`src/rtl/sim_harness_ctrl_if.sv`:
```
// Store-snoop bus between the core's data-memory port and sim_harness_ctrl.
//   st_en   : store strobe
//   st_addr : store address
//   st_data : store data
//   st_be   : store byte enables
// master = core side (drives), slave = harness side (observes).
interface sim_harness_ctrl_if #(
    parameter int unsigned DATA_WIDTH = 32,
    parameter int unsigned ADDR_WIDTH = 32
);
    localparam int unsigned BE_WIDTH = DATA_WIDTH / 8;

    logic                  st_en;
    logic [ADDR_WIDTH-1:0] st_addr;
    logic [DATA_WIDTH-1:0] st_data;
    logic [BE_WIDTH-1:0]   st_be;

    modport master (output st_en, st_addr, st_data, st_be);
    modport slave  (input  st_en, st_addr, st_data, st_be);
endinterface

```
`src/rtl/sim_harness_ctrl.sv`:
```
// Run-control block for core-level simulation and FPGA bring-up.
// Holds the core in reset for RST_HOLD_CYCLES after arst_n release, counts
// run cycles, enforces a programmable timeout and ends the test when an odd
// value is stored to TOHOST_ADDR (1 = pass, other odd = fail with exit code).
// Optional console byte port is built only when SIM_HARNESS_CONSOLE_EN is
// defined; otherwise con_valid/con_char are tied to 0.
// Ports:
//   clk, arst_n        clock, asynchronous active-low reset
//   timeout_cycles     run-cycle limit (0 = no timeout), sampled every cycle
//   st                 store-snoop bus (slave modport)
//   core_rst_n         reset to the core, released on entry to RUN
//   running            high while in RUN
//   done/pass/fail/timed_out  sticky end-of-test flags
//   exit_code          tohost value >> 1
//   cycle_count        cycles spent in RUN, saturating
//   con_valid/con_char console byte strobe and byte
module sim_harness_ctrl #(
    parameter int unsigned           DATA_WIDTH      = 32,
    parameter int unsigned           ADDR_WIDTH      = 32,
    parameter logic [ADDR_WIDTH-1:0] TOHOST_ADDR     = ADDR_WIDTH'(32'h0000_0FF0),
    parameter logic [ADDR_WIDTH-1:0] CONSOLE_ADDR    = ADDR_WIDTH'(32'h0000_0FF4),
    parameter int unsigned           CNT_WIDTH       = 32,
    parameter int unsigned           RST_HOLD_CYCLES = 4
) (
    input  logic                  clk,
    input  logic                  arst_n,
    input  logic [CNT_WIDTH-1:0]  timeout_cycles,
    sim_harness_ctrl_if.slave     st,
    output logic                  core_rst_n,
    output logic                  running,
    output logic                  done,
    output logic                  pass,
    output logic                  fail,
    output logic                  timed_out,
    output logic [DATA_WIDTH-2:0] exit_code,
    output logic [CNT_WIDTH-1:0]  cycle_count,
    output logic                  con_valid,
    output logic [7:0]            con_char
);

    localparam int unsigned HOLD_W = $clog2(RST_HOLD_CYCLES + 1);

    typedef enum logic [1:0] {
        S_HOLD = 2'd0,
        S_RUN  = 2'd1,
        S_END  = 2'd2
    } state_t;

    state_t            state;
    logic [HOLD_W-1:0] hold_cnt;
    logic              tohost_end;
    logic              timeout_hit;

    // Odd full-word store to tohost ends the test; even or partial stores do not.
    always_comb begin
        tohost_end  = 1'b0;
        timeout_hit = 1'b0;
        tohost_end  = st.st_en && (st.st_addr == TOHOST_ADDR) && (&st.st_be)
                      && st.st_data[0];
        // Equality (not >=) so lowering the limit below the count never fires.
        timeout_hit = (timeout_cycles != '0)
                      && (cycle_count == timeout_cycles - CNT_WIDTH'(1));
    end

    // HOLD -> RUN -> END sequencer with registered outputs.
    always_ff @(posedge clk or negedge arst_n) begin
        if (!arst_n) begin
            state       <= S_HOLD;
            hold_cnt    <= HOLD_W'(RST_HOLD_CYCLES);
            core_rst_n  <= 1'b0;
            running     <= 1'b0;
            done        <= 1'b0;
            pass        <= 1'b0;
            fail        <= 1'b0;
            timed_out   <= 1'b0;
            exit_code   <= '0;
            cycle_count <= '0;
        end else begin
            case (state)
                S_HOLD: begin
                    // Release on the RST_HOLD_CYCLES-th edge after arst_n rises.
                    if (hold_cnt <= HOLD_W'(1)) begin
                        state      <= S_RUN;
                        hold_cnt   <= '0;
                        core_rst_n <= 1'b1;
                        running    <= 1'b1;
                    end else begin
                        hold_cnt <= hold_cnt - HOLD_W'(1);
                    end
                end
                S_RUN: begin
                    if (cycle_count != '1) begin
                        cycle_count <= cycle_count + CNT_WIDTH'(1);
                    end
                    // tohost result has priority over a same-cycle timeout.
                    if (tohost_end) begin
                        state     <= S_END;
                        running   <= 1'b0;
                        done      <= 1'b1;
                        pass      <= (st.st_data == DATA_WIDTH'(1));
                        fail      <= (st.st_data != DATA_WIDTH'(1));
                        exit_code <= st.st_data[DATA_WIDTH-1:1];
                    end else if (timeout_hit) begin
                        state     <= S_END;
                        running   <= 1'b0;
                        done      <= 1'b1;
                        timed_out <= 1'b1;
                    end
                end
                S_END: begin
                    state <= S_END;
                end
                default: begin
                    state <= S_HOLD;
                end
            endcase
        end
    end

`ifdef SIM_HARNESS_CONSOLE_EN
    logic con_hit;

    always_comb begin
        con_hit = 1'b0;
        con_hit = (state == S_RUN) && st.st_en && (st.st_addr == CONSOLE_ADDR)
                  && st.st_be[0];
    end

    // One-cycle strobe per console store; byte held until the next one.
    always_ff @(posedge clk or negedge arst_n) begin
        if (!arst_n) begin
            con_valid <= 1'b0;
            con_char  <= '0;
        end else begin
            con_valid <= con_hit;
            if (con_hit) begin
                con_char <= st.st_data[7:0];
            end
        end
    end
`else
    assign con_valid = 1'b0;
    assign con_char  = '0;
`endif

endmodule

```
`src/flat_wrapper.sv`:
```
// flat-port wrapper written by rule: the top's interface ports become plain ports
module sim_harness_ctrl_flat 
#(
    parameter int unsigned           DATA_WIDTH      = 32,
    parameter int unsigned           ADDR_WIDTH      = 32,
    parameter logic [ADDR_WIDTH-1:0] TOHOST_ADDR     = ADDR_WIDTH'(32'h0000_0FF0),
    parameter logic [ADDR_WIDTH-1:0] CONSOLE_ADDR    = ADDR_WIDTH'(32'h0000_0FF4),
    parameter int unsigned           CNT_WIDTH       = 32,
    parameter int unsigned           RST_HOLD_CYCLES = 4
)
  (clk, arst_n, timeout_cycles, core_rst_n, running, done, pass, fail, timed_out, exit_code, cycle_count, con_valid, con_char, st_st_en, st_st_addr, st_st_data, st_st_be);
  sim_harness_ctrl_if #(.DATA_WIDTH(DATA_WIDTH), .ADDR_WIDTH(ADDR_WIDTH)) st_i ();
  input  logic clk;
  input  logic arst_n;
  input  logic [CNT_WIDTH-1:0] timeout_cycles;
  output logic core_rst_n;
  output logic running;
  output logic done;
  output logic pass;
  output logic fail;
  output logic timed_out;
  output logic [DATA_WIDTH-2:0] exit_code;
  output logic [CNT_WIDTH-1:0] cycle_count;
  output logic con_valid;
  output logic [7:0] con_char;
  input wire logic [$bits(st_i.st_en)-1:0] st_st_en;
  input wire logic [$bits(st_i.st_addr)-1:0] st_st_addr;
  input wire logic [$bits(st_i.st_data)-1:0] st_st_data;
  input wire logic [$bits(st_i.st_be)-1:0] st_st_be;
  assign st_i.st_en = st_st_en;
  assign st_i.st_addr = st_st_addr;
  assign st_i.st_data = st_st_data;
  assign st_i.st_be = st_st_be;
  sim_harness_ctrl #(.DATA_WIDTH(DATA_WIDTH), .ADDR_WIDTH(ADDR_WIDTH), .TOHOST_ADDR(TOHOST_ADDR), .CONSOLE_ADDR(CONSOLE_ADDR), .CNT_WIDTH(CNT_WIDTH), .RST_HOLD_CYCLES(RST_HOLD_CYCLES)) u_core (.clk(clk), .arst_n(arst_n), .timeout_cycles(timeout_cycles), .st(st_i), .core_rst_n(core_rst_n), .running(running), .done(done), .pass(pass), .fail(fail), .timed_out(timed_out), .exit_code(exit_code), .cycle_count(cycle_count), .con_valid(con_valid), .con_char(con_char));
endmodule
```
`config.mk`:
```
export PLATFORM = sky130hd
export DESIGN_NAME = sim_harness_ctrl_flat
export DESIGN_NICKNAME = d
export VERILOG_FILES = /design/src/rtl/sim_harness_ctrl_if.sv /design/src/rtl/sim_harness_ctrl.sv /design/src/flat_wrapper.sv
export SDC_FILE = /design/constraint.sdc
export NUM_CORES = 1
export LEC_CHECK = 0
export CORE_ASPECT_RATIO = 0.5
export CORE_MARGIN = 4
export CORE_UTILIZATION = 45
export CTS_CLUSTER_SIZE = 28
export DETAILED_ROUTE_END_ITERATION = 10
export PLACE_DENSITY = 0.82
export SLEW_MARGIN = 20
export SYNTH_ARGS = -nofsm -noshare
export SYNTH_HDL_FRONTEND = slang
export SYNTH_SLANG_ARGS = --single-unit
```
`constraint.sdc`:
```
create_clock -name clk -period 3.5 [get_ports clk]
set_clock_uncertainty 0.2 [all_clocks]
set_input_delay 0.35 -clock clk [delete_from_list [all_inputs] [get_ports clk]]
set_output_delay 0.35 -clock clk [all_outputs]
set_load 0.005 [all_outputs]
```
After elaboration in Yosys (flattened, before gate mapping)
Index checks and enable logic that the tools add are counted.
Storage, ports and cells
  register bits after elaboration: 74
  word-level logic and storage cells: 51
  output and inout bits: 78
  bits of input ports: 103
Operators by class
  add/subtract/negate cells: 3
  reduce and logical (&&, ||, !) cells: 16
  equal/unequal tests: 9
  mux-type cells: 11
  bitwise operators: 1
  magnitude comparators: 1
Operators by type and width (count)
  32-bit by 1-bit adder with 32-bit output, second input constant: 1
  32-bit by 1-bit equality test with 1-bit output, second input constant: 1
  32-bit by 12-bit equality test with 1-bit output, second input constant: 1
  32-bit equality test: 1
  32-bit by 1-bit != test with 1-bit output, second input constant: 1
  32-bit != test, second input constant: 1
  32-bit nonzero test: 1
  32-bit by 1-bit subtractor with 32-bit output, second input constant: 1
  2-bit AND reduction: 5
  2-bit two-way mux: 3
  2-bit case mux with 3 select lines: 1
  3-bit AND reduction: 2
  1-bit two-way mux: 5
  1-bit logical AND: 4
  4-bit AND reduction: 1
  2-bit nonzero test: 2
  3-bit by 1-bit <= comparator with 1-bit output, second input constant: 1
  3-bit two-way mux: 1
  3-bit by 1-bit != test with 1-bit output, second input constant: 1
  3-bit by 1-bit subtractor with 3-bit output, second input constant: 1
  2-bit by 1-bit equality test with 1-bit output, second input constant: 1
  2-bit equality test, second input constant: 1
  2-bit logical NOT: 1
  2-bit by 1-bit != test with 1-bit output, second input constant: 1
  other kinds (2): 2

Depth between registers and ports, before layout
  depth after elaboration: 6
  mapped depth: 10
  mapped depth without buffers: 10

Least setup slack after synthesis
Ideal clock, no wire load.
  kind: input port to flip-flop
  start point: in timeout_cycles[0]
  end point: reg u_core.running
  library setup time: 0.120 ns
  arrival time: 2.674 ns
  path slack: 0.506 ns
  stages: 10
  path through: inv_1 -> ha_1 -> or3b_4 -> or4_1 -> o31a_1 -> nor4b_1 -> nand4_1 -> nor4_4 -> nand3_2 -> a31o_1
Between the ends
  word-level cells in the longest chain between the ends: 5
  elaborated cells between the ends (all ways): 6
  those cells by class: add/sub: 1; eq/ne: 2; reduce/logical: 3
Ends and longest elaborated chain
  start: declaration: line flat_wrapper.sv:15  | input logic [CNT_WIDTH-1:0] timeout_cycles;
  32-bit by 1-bit subtractor with 32-bit output: line sim_harness_ctrl.sv:62  | && (cycle_count == timeout_cycles - CNT_WIDTH'(1));
  32-bit equality test: line sim_harness_ctrl.sv:62
  1-bit logical AND (*): line sim_harness_ctrl.sv:62
  3-bit by 1-bit != test with 1-bit output (no source line) (*)
  3-bit AND reduction (no source line) (*)
  end signal: assignment: line sim_harness_ctrl.sv:71  | running <= 1'b0;
  end signal: assignment: line sim_harness_ctrl.sv:86  | running <= 1'b1;
  end signal: assignment: line sim_harness_ctrl.sv:98  | running <= 1'b0;
  end: declaration: line sim_harness_ctrl.sv:30  | output logic running,
Every way passes the cells marked *; elsewhere a longest branch is shown, timed or not.
A chain may end at the register's enable or synchronous reset.

Worst setup path after layout
  start point: in timeout_cycles[1]
  end point: reg u_core.running
The elaborated chain is that of the path after synthesis.

==> results.py <==
metrics = {
    "outcome": {
        "outcome": "completed",
    },
    "setup_path": {
        "cp.required_ps": 3530,
        "start_kind": "input port",
        "critical_path_class": "in -> reg",
        "critical_path_arrival_ps": 3290,
        "r2r_setup_slack_ps": 600,
        "crit_path_end_kind": "register",
        "path_max_fanout": 5,
    },
    "placement": {
        "place_area_mm2": 0.006799,
        "detailed_place_hpwl_mm": 11.61,
        "dpl.cell_count": 807,
        "port_buffers": 171,
        "gp_congestion": 0.9074,
    },
    "power": {
        "pwr-share-clk_pct": 45.1,
        "p_per_area_mw_per_mm2": 297.6,
        "internal_power_mw": 1.599,
        "power_mw": 2.118,
        "p_sw_share_pct": 24.52,
        "combPwrFrac_pct": 13.5,
        "seqPwrFrac_pct": 41.4,
        "switchingPower_mw": 0.5195,
        "peakVddDrop_uv": 240.9,
        "power_leakage_nw": 3.002,
    },
    "clock_network": {
        "clock_path_buffers": 2,
        "cts.clk_slew.worst_paths_ps": 60,
        "cts_tree": "yes",
        "htreeDepth": 3,
        "cts_setup_buffers": 0,
        "cts.sinks": 74,
        "cts_made_buffers": 9,
        "clkLatencyLatePin_ps": 340,
        "clockRootBuffer": "clkbuf_16",
    },
    "synth": {
        "synth-xor-area-share_pct": 12.41,
        "ys_seq_elements": 74,
        "yosys.area_share.simple_pct": 25.77,
        "synthFlopType": "dfrtp_1",
        "synth_edf_count": 0,
        "syn_area_per_cell_um2": 10.04,
        "synth_compound_area_share_pct": 8.436,
        "syn_area_mm2": 0.004657,
        "async_flop_share_pct": 100.0,
        "synthMuxAreaShare_pct": 7.496,
        "synth_top_family_by_area": "simple AND/OR/NAND/NOR gates",
        "yosysUniqueCellTypes": 68,
        "synthCells": 464,
        "synth_adder_area_share_pct": 2.149,
        "yosys_warnings": 0,
        "yosysSeqAreaShare_pct": 39.79,
    },
    "cells_and_area": {
        "postLayoutCellArea_mm2": 0.007118,
        "n_antenna_cell": 0,
        "instances_no_fill": 824,
        "drive_above_1_share_pct": 17.56,
        "nNetsFinal": 795,
        "areaGrowthSynthToFinish_pct": 52.85,
        "fillers": 721,
    },
    "global_route": {
        "antenna_found_initial": 0,
        "grt_pass1_vias": 4708,
        "grtUsageTotal_pct": 24.03,
        "grt_first_pass_wirelength_mm": 23.54,
        "grt_max_degree": 36,
        "overflow": 0,
    },
    "timing": {
        "fin_crit_sh_pct": 93.23,
        "period_needed_ps": 3263,
        "worst_pin_slew_ps": 804.4,
        "fmax_mhz": 306.5,
        "hold_viol": 0,
        "drv_slew": 0,
        "rsz0062_at_grt": "false",
        "finalSetupViolCount": 0,
        "relSlewSlack_pct": 46.38,
    },
    "floorplanning": {
        "die_height_um": 79.94,
        "chipWidth_um": 151.9,
        "dieArea_mm2": 0.01214,
        "core_area_mm2": 0.009759,
        "start_util_pct": 47.72,
        "io_pins": 181,
        "rows": 25,
    },
    "flow_run": {
        "drv_cap": 0,
    },
    "drt": {
        "wirelength_mm": 14.40,
        "drtAntennaViolNets": 0,
        "drt-initial-drc-count": 345,
        "vias_per_cell": 5.591,
        "wl_per_cell_um": 17.47,
        "num_vias": 4607,
        "remaining_drc_errors": 0,
        "first_pass_iters": 5,
    },
    "min_path": {
        "hold_class": "reg -> reg",
    },
}
==> sequential cells by signal (all words and copies together), names as in the netlist <==
register and flops:
u_core.hold_cnt 3, u_core.exit_code 31, u_core.running 1, u_core.state 2
u_core.core_rst_n 1, u_core.fail 1, u_core.pass 1, u_core.cycle_count 32
u_core.timed_out 1, u_core.done 1
==> cell type report <==
class                   count  area [µm²]  area share, %
clock buffers               9       225.2          3.164
clock inverters             7       83.83          1.178
inverters                  15       56.30         0.7910
multi-input cells         364        2654          37.28
flip-flops and latches     74        1853          26.03
well taps                 135       168.9          2.373
repair buffers            220        2077          29.18
==> repair_timing <==
item,in CTS,in global routing
hold buffers,1,0
endpoints found under the setup margin,0,0
hold endpoints to repair,32,0
gates resized for setup,0,0
==> power groups by stage <==
stage / sequential [mW] / clock, mW / combinational [mW]
after floorplan: 0.884 / 0 / 0.0924
after detailed placement: 0.892 / 0 / 0.285
after global routing: 0.878 / 1.01 / 0.309
after global placement: 0.892 / 0 / 0.280
after CTS: 0.876 / 0.970 / 0.287
final: 0.877 / 0.955 / 0.286
==> final timing paths <==
check	start	end	cells past startpoint
max	timeout_cycles[1]	u_core.running	12
min	u_core.core_rst_n	u_core.core_rst_n	1
max reg2reg	u_core.cycle_count[20]	u_core.cycle_count[31]	9
min reg2reg	u_core.core_rst_n	u_core.core_rst_n	1
max in group asynchronous	arst_n	u_core.cycle_count[24]	3
min in group asynchronous	arst_n	u_core.exit_code[14]	2
==> critical path: stages <==
cell	delay, ps
clkdlybuf4s50_1	420
inv_1	90
ha_1	170
or3b_4	420
or4_1	430
o31a_1	250
nor4b_1	290
nand4_1	180
nor4_4	180
buf_4	200
nand3_2	100
a31o_1	220
==> per-stage QoR <==
stage          hold WS [ps]  setup slack (ps)  setup TNS (ps)  utilization [%]
6_report              272.3             236.8               0            72.94
5_1_grt               299.6             112.5               0            72.94
4_1_cts               284.0             237.9               0            72.94
3_5_place_dp          266.9            -117.7          -274.7            69.67
3_3_place_gp          245.4            -37.84          -37.84            69.67
2_1_floorplan        -145.6             506.4               0                -
==> cells in the final DEF, fill, tap and decap left out, types with 3 or more instances in the layout <==
| cell type | synthesis | final |
|---|---|---|
| and3_1 | 6 | 6 |
| and4b_1 | 3 | 3 |
| clkbuf_16 | 0 | 9 |
| and4_1 | 3 | 3 |
| or2_2 | 4 | 4 |
| or4_1 | 6 | 6 |
| nand2_1 | 34 | 34 |
| ha_1 | 8 | 8 |
| nand4_1 | 22 | 22 |
| dfrtp_1 | 73 | 73 |
| inv_1 | 15 | 15 |
| nor4b_1 | 3 | 3 |
| xor2_1 | 22 | 22 |
| buf_4 | 10 | 48 |
| a311oi_1 | 3 | 3 |
| and2_1 | 4 | 4 |
| mux2_2 | 31 | 31 |
| nand2b_1 | 4 | 4 |
| clkdlybuf4s50_1 | 0 | 170 |
| a21oi_1 | 5 | 5 |
| or3_1 | 3 | 3 |
| nor3_1 | 14 | 14 |
| xnor2_1 | 44 | 44 |
| nor4_1 | 28 | 28 |
| conb_1 | 1 | 9 |
| nand3_1 | 22 | 22 |
| nor2_1 | 20 | 20 |
| o21ai_0 | 7 | 7 |
| o211ai_1 | 3 | 3 |
| nand4b_1 | 4 | 4 |
==> routing by layer <==
| layer | vias to the layer above | part of all wire, % | GRT usage [%] |
|---|---|---|---|
| met1 | 2213 | 40 | 28.95 |
| met5 | - | 0 | 0 |
| met2 | 209 | 48 | 40.88 |
| met3 | 21 | 9.3 | 8.230 |
| li1 | 2164 | - | - |
| met4 | 0 | 1.9 | 7.982 |
==> synthesized netlist by cell type, types with 2 or more instances <==
cell | count | area (µm²)
nor4b_1 | 3 | 26.28
or2_2 | 4 | 25.02
mux2_2 | 31 | 349.1
nand2b_1 | 4 | 25.02
xor2_1 | 22 | 192.7
and3_1 | 6 | 37.54
a2111oi_0 | 2 | 17.52
or3_1 | 3 | 18.77
or4b_2 | 2 | 20.02
and2_1 | 4 | 25.02
nor2_1 | 20 | 75.07
and4b_1 | 3 | 30.03
nand3_1 | 22 | 110.1
nor3_1 | 14 | 70.07
a21boi_0 | 2 | 15.01
a41o_1 | 2 | 20.02
a311oi_1 | 3 | 26.28
clkbuf_1 | 7 | 26.28
ha_1 | 8 | 100.1
and4_2 | 2 | 20.02
nand3b_1 | 2 | 15.01
a21o_1 | 2 | 15.01
inv_1 | 15 | 56.30
nor4_1 | 28 | 175.2
a21oi_1 | 5 | 25.02
and4_1 | 3 | 26.28
o311ai_1 | 2 | 17.52
xnor2_1 | 44 | 385.4
a221oi_1 | 2 | 17.52
a31oi_1 | 2 | 12.51
nand2_1 | 34 | 127.6
o21ai_0 | 7 | 35.03
buf_6 | 2 | 22.52
nand4b_1 | 4 | 35.03
buf_4 | 10 | 75.07
or4_1 | 6 | 45.04
or3_2 | 2 | 15.01
dfrtp_1 | 73 | 1827
o211ai_1 | 3 | 22.52
o31a_1 | 2 | 17.52
o2111ai_1 | 2 | 17.52
nor2b_1 | 2 | 12.51
nor4_2 | 2 | 25.02
nand4_1 | 22 | 137.6
==> cell families after synthesis <==
logic type,after synthesis
XOR/XNOR,66
buffers and inverters,34
flip-flops,74
AO/OA/AOI/OAI,49
multiplexers,31
adder cells (fa/ha/maj),8
other,1
AND/OR/NAND/NOR,201
(Power assumes the default switching activity.)
